**src/rtl/quad_pkg.sv**
```systemverilog
// Shared definitions for the quadrature measurement blocks.
//   state_e          : velocity-measurement FSM states (IDLE, BASE, RUN)
//   WINDOW_TICKS_DEF : default sample window, 1 ms at 32 MHz
//   LOG2_AVG_DEF     : default moving-average depth (2^LOG2_AVG windows)
package quad_pkg;

  typedef enum logic [1:0] {
    IDLE = 2'd0,
    BASE = 2'd1,
    RUN  = 2'd2
  } state_e;

  localparam int WINDOW_TICKS_DEF = 32000;
  localparam int LOG2_AVG_DEF     = 2;

endpackage

```
**src/rtl/quad_tick_gen.sv**
```systemverilog
// Window tick generator.
//   clk, reset : system clock, async active-high reset
//   en         : run enable; while low the counter is held at 0
//   tick       : high in the cycle the counter sits at WINDOW_TICKS-1
module quad_tick_gen #(
  parameter int WINDOW_TICKS = quad_pkg::WINDOW_TICKS_DEF
) (
  input  logic clk,
  input  logic reset,
  input  logic en,
  output logic tick
);

  localparam int            CW   = $clog2(WINDOW_TICKS);
  localparam logic [CW-1:0] LAST = CW'(WINDOW_TICKS - 1);

  logic [CW-1:0] cnt;

  assign tick = en && (cnt == LAST);

  always_ff @(posedge clk or posedge reset) begin
    if (reset)            cnt <= '0;
    else if (!en || tick) cnt <= '0;
    else                  cnt <= cnt + CW'(1);
  end

endmodule

```
**src/rtl/quad_velocity.sv**
```systemverilog
// Quadrature velocity estimator: samples the position count once per window,
// forms the per-window delta and a 2^LOG2_AVG-window moving average.
//   clk, reset : system clock, async active-high reset
//   en         : measurement enable; low forces a full restart
//   count      : decoder position (unsigned, wraps mod 2^32)
//   velocity   : signed average counts/window (floor of sum / 2^LOG2_AVG)
//   delta      : signed counts in the most recent window
//   valid      : one-cycle strobe, velocity/delta updated
//   primed     : average window fully populated since restart
module quad_velocity
  import quad_pkg::*;
#(
  parameter int WINDOW_TICKS = WINDOW_TICKS_DEF,
  parameter int LOG2_AVG     = LOG2_AVG_DEF
) (
  input  logic        clk,
  input  logic        reset,
  input  logic        en,
  input  logic [31:0] count,
  output logic [31:0] velocity,
  output logic [31:0] delta,
  output logic        valid,
  output logic        primed
);

  localparam int DEPTH = 1 << LOG2_AVG;
  localparam int SW    = 32 + LOG2_AVG;   // sum of DEPTH 32-bit values cannot overflow
  localparam int FW    = LOG2_AVG + 1;

  state_e state, state_nxt;
  logic   tick_en, tick;

  logic        [31:0]            baseline;
  logic        [DEPTH-1:0][31:0] dbuf;    // dbuf[0] newest, dbuf[DEPTH-1] evicted next
  logic signed [SW-1:0]          sum, sum_nxt, avg;
  logic signed [31:0]            d, evicted;
  logic        [FW-1:0]          fill, fill_nxt;

  // Counter only runs once the FSM has left IDLE, so the first en-high
  // cycle is spent entering BASE and the window starts the cycle after.
  assign tick_en = en && (state != IDLE);

  quad_tick_gen #(.WINDOW_TICKS(WINDOW_TICKS)) u_tick (
    .clk   (clk),
    .reset (reset),
    .en    (tick_en),
    .tick  (tick)
  );

  always_comb begin
    state_nxt = state;
    if (!en) state_nxt = IDLE;
    else begin
      case (state)
        IDLE:    state_nxt = BASE;
        BASE:    if (tick) state_nxt = RUN;
        RUN:     state_nxt = RUN;
        default: state_nxt = IDLE;
      endcase
    end
  end

  // Modular subtraction reinterpreted as two's complement handles wrap.
  assign d        = count - baseline;
  assign evicted  = dbuf[DEPTH-1];
  assign sum_nxt  = sum + SW'(d) - SW'(evicted);
  assign avg      = sum_nxt >>> LOG2_AVG;
  assign fill_nxt = (fill == FW'(DEPTH)) ? fill : fill + FW'(1);

  always_ff @(posedge clk or posedge reset) begin
    if (reset) begin
      state    <= IDLE;
      baseline <= '0;
      dbuf     <= '0;
      sum      <= '0;
      fill     <= '0;
      velocity <= '0;
      delta    <= '0;
      valid    <= 1'b0;
      primed   <= 1'b0;
    end else begin
      state <= state_nxt;
      valid <= 1'b0;
      if (!en || state == IDLE) begin
        dbuf   <= '0;
        sum    <= '0;
        fill   <= '0;
        primed <= 1'b0;
      end else if (tick) begin
        baseline <= count;
        if (state == RUN) begin
          for (int i = DEPTH - 1; i > 0; i--) dbuf[i] <= dbuf[i-1];
          dbuf[0]  <= d;
          sum      <= sum_nxt;
          fill     <= fill_nxt;
          primed   <= (fill_nxt == FW'(DEPTH));
          delta    <= d;
          velocity <= avg[31:0];
          valid    <= 1'b1;
        end
      end
    end
  end

endmodule

```
**config.mk**
```make
export PLATFORM = sky130hd
export DESIGN_NAME = quad_velocity
export DESIGN_NICKNAME = d
export VERILOG_FILES = /design/src/rtl/quad_pkg.sv /design/src/rtl/quad_tick_gen.sv /design/src/rtl/quad_velocity.sv
export SDC_FILE = /design/constraint.sdc
export NUM_CORES = 1
export LEC_CHECK = 0
export BUFFER_PORTS_ARGS = -buffer_cell sky130_fd_sc_hd__buf_2
export CORE_ASPECT_RATIO = 1.25
export CORE_UTILIZATION = 61
export CTS_CLUSTER_SIZE = 30
export DETAILED_ROUTE_END_ITERATION = 10
export HOLD_SLACK_MARGIN = 0.1
export PLACE_DENSITY = 0.79
export SETUP_SLACK_MARGIN = 0.15
export SYNTH_ARGS = -nofsm -noshare
export SYNTH_HDL_FRONTEND = slang
export SYNTH_HIERARCHICAL = 1
export SYNTH_SLANG_ARGS = --single-unit
```
**constraint.sdc**
```tcl
create_clock -name clk -period 11.65 [get_ports clk]
set_input_delay 2.33 -clock clk [delete_from_list [all_inputs] [get_ports clk]]
set_output_delay 2.33 -clock clk [all_outputs]
set_load 0.02 [all_outputs]
```
After elaboration in Yosys (flattened, before gate mapping):

Index checks and enable logic that the tools add are counted.

* bits of input ports: 35
* output and inout bits: 66
* flip-flop bits (word level): 280
* word-level logic and storage cells: 58

* add/sub/neg operators: 5
* equal/unequal tests: 6
* mux-type cells: 20
* bitwise logic cells: 1
* reductions and logical operators: 13

Operator list (count)
* 128-bit 2-to-1 mux: 3
* 34-bit 2-to-1 mux: 3
* 34-bit by 32-bit adder with 34-bit output: 1
* 34-bit by 32-bit subtractor with 34-bit output: 1
* 32-bit subtractor: 1
* 15-bit by 1-bit adder with 15-bit output, second input constant: 1
* 15-bit == test, second input constant: 1
* 15-bit 2-to-1 mux: 1
* 3-bit 2-to-1 mux: 4
* 3-bit == test, second input constant: 2
* 1-bit 2-to-1 mux: 6
* 2-bit one-hot mux with 3 select lines: 1
* 2-bit nonzero test: 3
* 2-bit 2-to-1 mux: 2
* 2-bit AND reduction: 2
* 3-bit by 1-bit adder with 3-bit output, second input constant: 1
* 3-bit by 2-bit != test with 1-bit output, second input constant: 1
* 3-bit AND reduction: 1
* 2-bit by 1-bit == test with 1-bit output, second input constant: 1
* 2-bit == test, second input constant: 1
* 1-bit logical AND: 2
* 1-bit logical NOT: 2
* 2-bit logical NOT: 1
* 1-bit logical OR: 2
* 1-bit inverter: 1

Longest topological paths before layout:

Gate-level depths: netlist of run 1.

* word-level depth: 6
* gate-level depth with buffers: 24
* depth with buffers taken out: 24

Modules after synthesis:

Netlist of run 1, hierarchy kept.

Modules (own cells, without submodules)
* quad_velocity: area each 14066.0 um2, times used 1, sequential area each 6631.4 um2, cells each 1378
* quad_tick_gen: area each 755.7 um2, times used 1, sequential area each 375.4 um2, cells each 74

Least setup slack after synthesis of run 1:

OpenSTA, ideal clock, no wires.

* path kind: input port to flip-flop
* start point: input port count[0]
* end point: register sum[33]
* setup time: 0.083 ns
* slack: 4.709 ns
* data required time: 11.567 ns
* arrival time: 6.858 ns
* path buffers: 1
* stages: 24
* cells stage by stage: inv_1 -> ha_1 -> inv_1 -> fa_1 -> a21o_1 -> a311o_1 -> o2111ai_2 -> nor2b_1 -> o21bai_1 -> a21oi_1 -> xor2_1 -> fa_1 -> inv_1 -> ha_1 -> clkbuf_1 -> a21o_1 -> a21o_1 -> a32oi_1 -> a21oi_1 -> a311oi_2 -> o21ai_1 -> a221oi_2 -> xnor3_1 -> o21ai_0

* cells in the longest elaborated chain, start to end: 6

RTL lines
* start: declaration: RTL line quad_velocity.sv:19 `input logic [31:0] count,`
* 32-bit subtractor: RTL line quad_velocity.sv:64 `assign d = count - baseline;`
* 34-bit by 32-bit adder with 34-bit output: RTL line quad_velocity.sv:66 `assign sum_nxt = sum + SW'(d) - SW'(evicted);`
* 34-bit by 32-bit subtractor with 34-bit output: RTL line quad_velocity.sv:66
* 34-bit 2-to-1 mux: RTL line quad_velocity.sv:91 `if (state == RUN) begin`
* 34-bit 2-to-1 mux: RTL line quad_velocity.sv:89 `end else if (tick) begin`
* 34-bit 2-to-1 mux: RTL line quad_velocity.sv:84 `if (!en || state == IDLE) begin`
* end signal: assignment: RTL line quad_velocity.sv:94 `sum <= sum_nxt;`
* end: declaration: RTL line quad_velocity.sv:35 `logic signed [SW-1:0] sum, sum_nxt, avg;`

No other way between the ends. The select of a mux whose other input is x is not followed.
A chain may end at the register's enable or synchronous reset.

Worst setup path after layout of run 1:

* start point: input port count[4]
* end point: register velocity[31]

* cells in the longest elaborated chain, start to end: 3

RTL lines
* 32-bit subtractor: RTL line quad_velocity.sv:64
* 34-bit by 32-bit adder with 34-bit output: RTL line quad_velocity.sv:66
* 34-bit by 32-bit subtractor with 34-bit output: RTL line quad_velocity.sv:66
* end signal: assignment: RTL line quad_velocity.sv:98 `velocity <= avg[31:0];`
* end: declaration: RTL line quad_velocity.sv:20 `output logic [31:0] velocity,`

No other way between the ends.

==> results of run 1 <==
## state kept, by name (all words and copies together), names as in the netlist
name and flops:
evicted 32, delta 32, sum 34, primed 1
baseline 32, velocity 32, valid 1, state 2
u_tick/cnt 15, fill 3, dbuf 96
## area by class of cell
| cell class | count | area (sq um) |
|---|---|---|
| Inverter | 147 | 561 |
| Clock inverter | 8 | 50.0 |
| Tap cell | 325 | 407 |
| Sequential cell | 280 | 7010 |
| Fill cell | 1869 | 7290 |
| Clock buffer | 42 | 895 |
| Multi-Input combinational cell | 962 | 7040 |
| Timing Repair Buffer | 108 | 561 |
## critical path, stage by stage
cell	delay (ns)
buf_2	0.11
ha_1	0.39
o211ai_1	0.11
a21oi_1	0.32
o2111ai_1	0.19
a31oi_1	0.44
a21o_1	0.18
a21oi_1	0.07
xor2_1	0.43
fa_1	0.50
inv_1	0.06
ha_1	0.33
and4_1	0.26
and3_1	0.22
a32oi_1	0.18
a21oi_1	0.10
a311oi_2	0.33
o21ai_1	0.18
a221oi_2	0.29
xnor3_1	0.38
o21ai_0	0.18
## logic make-up after synthesis
family	Yosys count	share of synthesized area [%]
compound gates	378	18.3
xor+xnor	70	4.23
fa+ha+maj	106	10.7
buf+inv	210	5.40
flops	280	47.3
mux	38	2.83
simple gates	370	11.3
## power breakdown
part	switching, uW	total (uW)	internal, uW
Clock	373	901	528
Sequential	3.35	980	977
Combinational	313	471	157
Total	690	2350	1660
## layer usage
| layer | vias up | track usage [%] | wire length [microns] |
|---|---|---|---|
| met2 | 278 | 44.5 | 15700 |
| met4 | 0 | 7.48 | 686 |
| met3 | 51 | 3.09 | 1360 |
| met1 | 5424 | 38.5 | 14700 |
| met5 | - | 0 | 0 |
| li1 | 5128 | - | - |
## worst max-delay path by stage
stage	cells after the start	end	slack [ns]	from
floorplan	1	baseline[0]	2.02	reset
global placement	24	sum[33]	4.11	count[0]
detailed placement	24	velocity[31]	4.00	count[0]
CTS	24	velocity[31]	4.50	count[0]
global route	24	sum[33]	4.18	count[0]
finish	21	velocity[31]	4.49	count[4]
## through the flow
step	hold WS (ns)	utilization [%]	std cells
2_1_floorplan	0.446	-	1452
3_3_place_gp	0.453	65.4	1822
3_5_place_dp	0.459	65.4	1822
4_1_cts	0.473	69.4	1872
5_1_grt	0.482	69.4	1872
6_report	0.467	69.4	1872
## placed cells by master, fill, tap and decap left out, drive strengths merged, types with 16 or more instances in the layout
cell,n
a21o,70
a21oi,70
a22o,99
buf,108
clkbuf,42
dfrtp,280
fa,34
ha,72
inv,147
mux2,31
nand2,187
nand2b,16
nand3,23
nor2,77
o21ai,74
xnor2,41
xor2,28
==> summary.md, run 1 <==
| Metric | Value |
|---|---|
| DRT antenna net count | `0` |
| Post-CTS Hold Buffers | `0` |
| Synth area leaders | `dfrtp_1 47%, ha_1 6.1%, a22o_1 5.9%` |
| Setup crit end kind | `register` |
| Die Wd | `141 microns` |
| Via count | `10900` |
| CTS Buf Count | `28` |
| Post-CTS setup buffer count | `0` |
| Most frequent cells after synthesis | `280 x dfrtp_1, 187 x nand2_1, 147 x inv_1` |
| GPL Wtd Cong | `0.909` |
| Layout cells sized above 1 | `13.6%` |
| Crit Path Class | `in2reg` |
| # IOs | `101` |
| Finished Cell Area | `16500 sq um` |
| EDFF count, synth | `0` |
| Seq cells post-synth | `280` |
| H-tree depth | `1` |
| Area growth syn-to-layout | `11.4%` |
| Total power | `2350 uW` |
| Site row count | `63` |
| Netlist cell types | `70` |
| Hold Path Class | `reg2reg` |
| Worst Hold End | `velocity[3]` |
| CTS tree | `yes` |
| Worst Path Required | `12.10 ns` |
| Drt total wl | `32.4 mm` |
| Power density cells | `142 nW/um^2` |
| Yosys top cell by area | `dfrtp_1` |
| Final HPWL DP | `22.7 mm` |
| Most frequent cell after synthesis | `dfrtp_1` |
| Initial core utilization | `62.3%` |
| R2R Path End | `velocity[31]` |
| Clock tree buffer depth | `3` |
| Crit-path max FO | `9` |
| Hold depth | `2` |
| Post-route DRC | `0` |
| P_leak | `0.00872 uW` |
| CP Launch Type | `input port` |
| Reg2Reg Launch Point | `baseline[4]` |
| Die area | `24900 sq um` |
| Dominant synthesized flop cell | `dfrtp_1` |
| Placed Area | `15600 sq um` |
| R2R Setup Slk | `6.01 ns` |
| Routed len/inst | `17.3 microns` |
| Vias in the first global route | `10800` |
| N_diodes | `0` |
| Achievable frequency | `140 MHz` |
| Syn Area/Cell | `10.2 sq um` |
| Final setup margin | `4.49 ns` |
| Tmin final | `7.16 ns` |
| Status | `finished clean` |
| Post-Syn Area | `14800 sq um` |
| Antenna violations before repair | `0` |
| Nets | `1668` |
| Reg clk slew, reported paths | `0.06 ns` |
| Total track usage | `27.1%` |
| Reg2reg path depth | `21` |
| Final setup viols | `0` |
| Hold_sp | `velocity[3]` |
| Max-cap violations | `0` |
| Initial DRC count | `738` |
| Max VDD drop | `0.000152 V` |
| Relative slew slack | `32.0%` |
| Post_cts resized | `0` |
| Syn_nets | `1593` |
| Worst skew pair latency | `0.55 ns` |
| Sequential area share after synthesis | `47.3%` |
| First-pass GRT wire length | `54.2 mm` |
| Clock skew | `0.0145 ns` |
| Gr ovfl total | `0` |
| Setup TNS | `0 ns` |
| Die Y | `176 microns` |
| Port bufs | `100` |
| Pin slew with the least headroom to its limit | `1.02 ns` |
| Synthesized netlist cell count | `1452` |
| Yosys warning total | `6` |
| Arrival time worst endpoint | `7.61 ns` |
| Core area | `23800 sq um` |
| Post-synth ARST share | `100%` |
| Slew Limit Fails | `0` |
| RSZ-0062 raised after global routing | `no` |
| Root Driver | `clkbuf_16` |
| Final period utilization | `61.5%` |
| First-pass DRT Iterations | `5` |
| Setup slack at placement | `4.00 ns` |
| Final Hold Fails | `0` |
| Top-area cell type share of the netlist area | `47.3%` |
| Routed vias/inst | `5.81` |
| Clock sink total | `280` |
| Largest net degree at the start of global routing | `132` |
(Power assumes the default switching activity.)
==> inputs of run 2 (changes only) <==
==> constraint.sdc (replaced) <==
create_clock -name clk -period 6.79 [get_ports clk]
set_input_delay 1.358 -clock clk [delete_from_list [all_inputs] [get_ports clk]]
set_output_delay 1.358 -clock clk [all_outputs]
set_load 0.02 [all_outputs]
==> run 2 against run 1 <==
  * Worst hold slack improved by 0.00072 ns
  * Largest power group unchanged
  * Power grew 73%
  * Worst setup slack worse by 3.7 ns
  * Wire length fell by 1.3%
  * Highest routed layer unchanged
  * Clock skew up 0.016 ns
  * Non-clock buffer count increased by 12
==> summary.md, run 2 (synthesis gave the netlist of run 1 again) <==
| Metric | Value |
|---|---|
| Setup TNS | `0 ns (unchanged)` |
| Core area | `23800 sq um (unchanged)` |
| Crit Path Class | `in2reg` |
| N_diodes | `0 (unchanged)` |
| Tmin final | `6.02 ns` |
| Worst Path Required | `7.26 ns (-4.84 ns)` |
| First-pass GRT wire length | `53.5 mm (-1.2%)` |
| CTS Buf Count | `28 (unchanged)` |
| Via count | `10700 (-1.2%)` |
| Final setup viols | `0 (unchanged)` |
| Routed vias/inst | `5.70 (-2.0%)` |
| Hold Path Class | `reg2reg` |
| Die Wd | `141 microns (unchanged)` |
| Total track usage | `26.9% (-0.20 points)` |
| Crit-path max FO | `8 (-1)` |
| CTS tree | `yes` |
| Relative slew slack | `21.2% (-11 points)` |
| First-pass DRT Iterations | `5 (unchanged)` |
| Pin slew with the least headroom to its limit | `1.18 ns (+0.162 ns)` |
| Largest regs | `dbuf (96), sum (34)` |
| Power density cells | `244 nW/um^2 (+71%)` |
| Worst skew pair latency | `0.56 ns (about the same)` |
| Post-Route Utilization | `69.8% (+0.44 points)` |
| Post-CTS setup buffer count | `0 (unchanged)` |
| Root Driver | `clkbuf_16` |
| P_leak | `0.00875 uW (+0.34%)` |
| Commonest non-fill, non-tap cells in the layout | `280 x dfrtp_1, 187 x nand2_1, 145 x inv_1, 100 x buf_2, 99 x a22o_1` |
| Antenna violations before repair | `0 (unchanged)` |
| Slew Limit Fails | `0 (unchanged)` |
| Die Y | `176 microns (unchanged)` |
| Final period utilization | `88.6%` |
| CP Launch Type | `input port` |
| Status | `finished clean` |
| Achievable frequency | `166 MHz` |
| Initial DRC count | `587 (-20%)` |
| Reg2reg path depth | `20 (-4.8%)` |
| Die area | `24900 sq um (unchanged)` |
| Post-route DRC | `0 (unchanged)` |
| Final cell count without fillers | `1886 (+0.75%)` |
| Area growth syn-to-layout | `12.1%` |
| Clock sink total | `280 (unchanged)` |
| Port bufs | `100 (unchanged)` |
| Layout cells sized above 1 | `14.2% (+0.52 points)` |
| Routed len/inst | `17.0 microns (-2.1%)` |
| Clock skew | `0.0304 ns (+0.0160 ns)` |
| Arrival time worst endpoint | `6.49 ns (-1.12 ns)` |
| Vias in the first global route | `10800 (+0.31%)` |
| Gr ovfl total | `0 (unchanged)` |
| Reg clk slew, reported paths | `0.07 ns (about the same)` |
| Max reg flops | `96 (unchanged)` |
| Final Hold Fails | `0 (unchanged)` |
| Max VDD drop | `0.000264 V (+73%)` |
| Most common cell after layout, fill and taps aside | `dfrtp_1` |
| Initial core utilization | `62.3% (unchanged)` |
| Drt total wl | `32.0 mm (-1.3%)` |
| Most flops, register | `dbuf` |
| Post_cts resized | `0 (unchanged)` |
| Clock tree buffer depth | `3 (unchanged)` |
| GPL Wtd Cong | `0.887 (-2.4%)` |
| Setup crit end kind | `register` |
| Nets | `1680 (+0.72%)` |
| Post-CTS Hold Buffers | `0 (unchanged)` |
| # IOs | `101 (unchanged)` |
| Site row count | `63 (unchanged)` |
| Hold depth | `2 (unchanged)` |
| DRT antenna net count | `0 (unchanged)` |
| Dpl cells | `1834 (+0.66%)` |
| RSZ-0062 raised after global routing | `no` |
| Final HPWL DP | `22.7 mm (about the same)` |
| Max-cap violations | `0 (unchanged)` |
| Largest net degree at the start of global routing | `204 (+55%)` |
| # fillers | `1878 (+0.48%)` |
| H-tree depth | `1 (unchanged)` |
## run 2: cell types whose count changed in the layout (fill, tap and decap cells not counted), moves of 2 or more
| cell | delta |
|---|---|
| clkbuf_8 | -7 |
| clkbuf_1 | +4 |
| buf_12 | +2 |
| bufinv_16 | +2 |
| clkinvlp_4 | +6 |
| buf_4 | +10 |
## run 2: report_power, final
part           internal (uW)  switching [uW]
combinational            288             539
clock                    896             653
sequential              1680            6.20
total                   2860            1200
## run 2: final timing paths
path	from	endpoint	slack, ns
max	count[0]	velocity[31]	0.77
min	velocity[10]	velocity[10]	0.47
max reg2reg	baseline[4]	velocity[31]	1.32
min reg2reg	velocity[10]	velocity[10]	0.47
max in group asynchronous	reset	delta[12]	4.28
min in group asynchronous	reset	u_tick/cnt[11]	0.87
## run 2: per-stage QoR
| step | hold slack, ns | power (uW) | setup slack, ns | instance area [sq um] |
|---|---|---|---|---|
| after floorplan | 0.446 | 2320 | 0.821 | 14800 |
| after global placement | 0.453 | 2520 | 0.361 | 15700 |
| after detailed placement | 0.458 | 2530 | 0.245 | 15700 |
| after CTS | 0.473 | 4080 | 0.837 | 16600 |
| after global routing | 0.488 | 4240 | 0.383 | 16600 |
| final | 0.468 | 4060 | 0.773 | 16600 |
## run 2: layout make-up
type | count | area (sq um) | share of cell area [%]
Multi-Input combinational cell | 962 | 7040 | 42.3
Sequential cell | 280 | 7010 | 42.2
Clock buffer | 38 | 788 | 4.74
Timing Repair Buffer | 120 | 676 | 4.06
Inverter | 147 | 557 | 3.35
Tap cell | 325 | 407 | 2.45
Clock inverter | 14 | 150 | 0.903
## run 2: routing by layer
layer	share of wire, %	track usage [%]
met2	49	45.5
met3	4.2	2.85
met4	2.3	7.08
met5	0	0
met1	45	37.3
## run 2: worst max-delay path, cell delays in order
cell       delay [ns]
buf_2            0.09
inv_1            0.07
ha_1             0.17
inv_1            0.05
fa_1             0.40
a21o_1           0.21
a311o_1          0.38
o2111ai_2        0.13
nor2b_1          0.24
o21bai_1         0.08
a21oi_1          0.19
xor2_1           0.37
fa_1             0.48
inv_1            0.07
ha_1             0.31
a21o_1           0.19
a21o_1           0.17
a32oi_1          0.15
a21oi_1          0.10
a311oi_2         0.32
o21ai_1          0.15
a221oi_2         0.29
xnor3_1          0.36
o21ai_0          0.15
==> inputs of run 3 (changes only) <==
--- a/config.mk
+++ b/config.mk
@@ -5,13 +5,14 @@
 export SDC_FILE = /design/constraint.sdc
 export NUM_CORES = 1
 export LEC_CHECK = 0
+export ABC_AREA = 1
 export BUFFER_PORTS_ARGS = -buffer_cell sky130_fd_sc_hd__buf_2
 export CORE_ASPECT_RATIO = 1.25
-export CORE_UTILIZATION = 61
+export CORE_UTILIZATION = 62
 export CTS_CLUSTER_SIZE = 30
 export DETAILED_ROUTE_END_ITERATION = 10
 export HOLD_SLACK_MARGIN = 0.1
-export PLACE_DENSITY = 0.79
+export PLACE_DENSITY = 0.8
 export SETUP_SLACK_MARGIN = 0.15
 export SYNTH_ARGS = -nofsm -noshare
 export SYNTH_HDL_FRONTEND = slang
==> run 3 against run 2 <==
  * Sequential share of layout area fell by 1.9 points
  * First-iteration DRC count rose by 41%
  * Utilization grew 1.1 points
  * Die area grew 3.7%
  * Combinational power grew 26%
  * Clock skew shrank 0.0096 ns
  * Final cell count rose by 25%
  * Clock power increased by 6%
  * Fmax grew 17%
  * Sequential power barely moved
  * Worst setup slack better by 0.86 ns
  * Critical path type unchanged
  * Synthesized cell count is 32% higher
==> summary.md, run 3 <==
| Metric | Value |
|---|---|
| Area growth syn-to-layout | `11.5%` |
| # IOs | `101 (unchanged)` |
| WP buf/inv | `6 (+2)` |
| Worst Hold End | `velocity[3]` |
| Post-CTS Hold Buffers | `0 (unchanged)` |
| Reg clk slew, reported paths | `0.06 ns (about the same)` |
| Hold Path Class | `reg2reg` |
| Final setup margin | `1.64 ns (+0.864 ns)` |
| Syn_nets | `2052 (+29%)` |
| Die Wd | `144 microns (+1.8%)` |
| Switching part of the total | `33.2% (+3.6 points)` |
| Via count | `13100 (+22%)` |
| Most common cell after layout, fill and taps aside | `nand2_1` |
| Clock skew | `0.0208 ns (-0.00961 ns)` |
| Achievable frequency | `194 MHz (+17%)` |
| Compound-Gate Fraction of Synth Area | `13.1% (-5.2 points)` |
| Most frequent cell after synthesis | `nand2_1` |
| Pin slew with the least headroom to its limit | `1.05 ns (-0.131 ns)` |
| Initial DRC count | `825 (+41%)` |
| Synthesized netlist cell count | `1911 (+32%)` |
| Post-synthesis xor/xnor area fraction | `2.17% (-2.1 points)` |
| Seq cells post-synth | `280 (unchanged)` |
| Hold_sp | `velocity[3]` |
| Comb power frac | `23.6% (+3.2 points)` |
| Crit path max-delay family | `compound AO/OA/AOI/OAI gates` |
| Clock tree buffer depth | `3 (unchanged)` |
| Slew Limit Fails | `0 (unchanged)` |
| Port bufs | `100 (unchanged)` |
| Hold depth | `2 (unchanged)` |
| Final cell count without fillers | `2353 (+25%)` |
| Final HPWL DP | `30.3 mm (+33%)` |
| Site row count | `64 (+1.6%)` |
| Final hold slack | `0.475 ns (+0.00763 ns)` |
| Largest net degree at the start of global routing | `196 (-3.9%)` |
| Post-synth ARST share | `100% (unchanged)` |
| Crit-path max FO | `5 (-3)` |
| Largest regs | `dbuf (96), sum (34)` |
| Reg2Reg Launch Point | `baseline[0]` |
| Antenna violations before repair | `0 (unchanged)` |
| Setup TNS | `0 ns (unchanged)` |
| Routed len/inst | `17.7 microns (+4.4%)` |
| Drt total wl | `41.7 mm (+30%)` |
| Clock Power Share | `37.7% (-0.5 points)` |
| Yosys warning total | `6 (unchanged)` |
| FF+latch area | `7010 sq um (unchanged)` |
| Tmin final | `5.15 ns (-0.864 ns)` |
| Core area | `24600 sq um (+3.3%)` |
| Post-route DRC | `0 (unchanged)` |
| Post-Syn Area | `15600 sq um (+5.4%)` |
| Arrival time worst endpoint | `5.63 ns (-0.86 ns)` |
| R2R Setup Slk | `2.24 ns (+0.92 ns)` |
| Nets | `2141 (+27%)` |
| P_leak | `0.00911 uW (+4.2%)` |
| CP most frequent cell | `inv_1` |
| Int Pwr | `2930 uW (+2.4%)` |
| Multi-input gate area | `7160 sq um (+1.7%)` |
| Sw power | `1450 uW (+21%)` |
| Post-CTS setup buffer count | `0 (unchanged)` |
| Initial core utilization | `63.6% (+1.3 points)` |
| Register share of total power | `38.6% (-2.9 points)` |
| Vias in the first global route | `13100 (+21%)` |
| RSZ-0062 raised after global routing | `no` |
| Post-Synth Adder-Cell Area | `10.1% (-0.55 points)` |
| Power density cells | `252 nW/um^2 (+3.0%)` |
| Simple-Gate Fraction of Synth Area | `20.2% (+9.0 points)` |
| Final setup viols | `0 (unchanged)` |
| Most frequent cells after synthesis | `440 x nand2_1, 334 x inv_1, 280 x dfrtp_1` |
| Status | `finished clean` |
| Commonest non-fill, non-tap cells in the layout | `438 x nand2_1, 332 x inv_1, 280 x dfrtp_1, 141 x nor2_1, 130 x o21ai_0` |
| Dpl cells | `2299 (+25%)` |
| CP Launch Type | `input port` |
| N_diodes | `0 (unchanged)` |
| Gr ovfl total | `0 (unchanged)` |
| Max VDD drop | `0.000317 V (+20%)` |
| Max reg flops | `96 (unchanged)` |
| Syn Area/Cell | `8.18 sq um (-20%)` |
| Post_cts resized | `0 (unchanged)` |
| Setup crit end kind | `register` |
| H-tree depth | `1 (unchanged)` |
| Layout cells sized above 1 | `11.6% (-2.6 points)` |
| Slowest cell on crit path | `fa_1` |
| Largest family of logic cells by synthesized area | `simple AND/OR/NAND/NOR gates` |
| Crit Path Class | `in2reg` |
| Top-area cell type share of the netlist area | `44.8% (-2.4 points)` |
| Max-cap violations | `0 (unchanged)` |
| Routed vias/inst | `5.56 (-2.5%)` |
| Multiplexer share of the synthesized area | `0.0721% (-2.8 points)` |
| Die area | `25800 sq um (+3.7%)` |
| First-pass DRT Iterations | `6 (+1)` |
| Setup slack at placement | `1.20 ns (+0.953 ns)` |
| Netlist cell types | `52 (-26%)` |
| Synth area leaders | `dfrtp_1 45%, nand2_1 11%, inv_1 8.0%` |
| Worst Path Required | `7.26 ns (about the same)` |
| First-pass GRT wire length | `66.3 mm (+24%)` |
| Die Y | `179 microns (+1.8%)` |
| Most flops, register | `dbuf` |
| CTS tree | `yes` |
| Dominant synthesized flop cell | `dfrtp_1` |
| EDFF count, synth | `0 (unchanged)` |
| Max stage delay on crit path | `0.50 ns (+0.02 ns)` |
| Root Driver | `clkbuf_16` |
| CTS Buf Count | `29 (+3.6%)` |
| Worst skew pair latency | `0.57 ns (about the same)` |
| DRT antenna net count | `0 (unchanged)` |
| Relative slew slack | `29.9% (+8.7 points)` |
| GPL Wtd Cong | `0.934 (+5.4%)` |
| Final Hold Fails | `0 (unchanged)` |
| Reg2reg path depth | `21 (+5.0%)` |
| Sequential area share after synthesis | `44.8% (-2.4 points)` |
| R2R Path End | `sum[23]` |
| Clock sink total | `280 (unchanged)` |
| # fillers | `1933 (+2.9%)` |
| Final period utilization | `75.9% (-13 points)` |
| Yosys top cell by area | `dfrtp_1` |
| CP cell instances | `buf_2 -> inv_1 -> ha_1 -> inv_1 -> fa_1 -> nand3_1 -> nand2_1 -> a21oi_2 -> inv_1 -> a21o_1 -> xor2_1 -> inv_1 -> fa_1 -> inv_1 -> ha_1 -> a21oi_1 -> o21ai_0 -> a21oi_1 -> nand2_2 -> a21oi_1 -> xor2_1 -> nand2_1 -> o21ai_0` |
| Total track usage | `33.3% (+6.3 points)` |
==> run 3: cell type report <==
type | instances | share of cell area, %
clock inverter | 20 | 1.29
sequential | 280 | 40.2
inverter | 335 | 7.25
multi-input combinational | 1246 | 41.1
timing repair buffer | 108 | 3.29
tap | 330 | 2.37
clock buffer | 34 | 4.50
==> run 3: cell families after synthesis <==
| family | Yosys count |
|---|---|
| muxes | 1 |
| adders and majority gates | 106 |
| and+or+nand+nor | 741 |
| buffers and inverters | 385 |
| xor gates and xnor gates | 37 |
| DFF | 280 |
| AOI/OAI and AO/OA | 361 |
==> run 3: worst reg2reg max path, cell delays in order, from the launching register on <==
cell and delay (ns):
dfrtp_1 0.34, ha_1 0.14, inv_1 0.06, fa_1 0.41
nand3_1 0.09, nand2_1 0.12, a21oi_2 0.28, inv_1 0.10
a21o_1 0.21, xor2_1 0.29, inv_1 0.11, fa_1 0.50
inv_1 0.04, ha_1 0.35, a21oi_1 0.25, o21ai_0 0.18
a21oi_1 0.19, nand2_2 0.12, a21oi_1 0.29, xor2_1 0.19
nand2_1 0.08, o21ai_0 0.11
==> run 3: how the worst max path moves through the flow <==
stage | slack (ns) | startpoint | end | cells after the start
after floorplan | 1.93 | reset | baseline[0] | 1
after global placement | 1.19 | count[0] | sum[27] | 24
after detailed placement | 1.20 | count[0] | sum[27] | 24
after CTS | 1.76 | count[0] | sum[23] | 23
after global routing | 1.41 | count[0] | sum[15] | 21
final | 1.64 | count[0] | sum[23] | 23
==> run 3: routing by layer <==
metal  routed length, microns  share of wire (%)  global-route usage, %  up-vias
met1                    17600                 42                   43.4     6339
met3                     1960                4.7                   4.21       88
met2                    20600                 50                   56.6      388
li1                         -                  -                      -     6262
met4                     1430                3.4                   11.8        0
met5                        0                  0                      0        -
==> run 3: power by group through the flow <==
stage,clock network (uW),logic (uW),registers (uW)
floorplan,0,741,1720
detailed placement,0,1010,1720
finish,1650,1040,1690
global placement,0,998,1720
global route,1740,1150,1690
CTS,1680,1020,1690
==> run 3: through the flow <==
stage               power (uW)  util (%)  instance area [sq um]
global route              4590      70.9                  17400
detailed placement        2740      66.8                  16400
CTS                       4390      70.9                  17400
finish                    4380      70.9                  17400
global placement          2720      66.8                  16400
floorplan                 2460         -                  15600
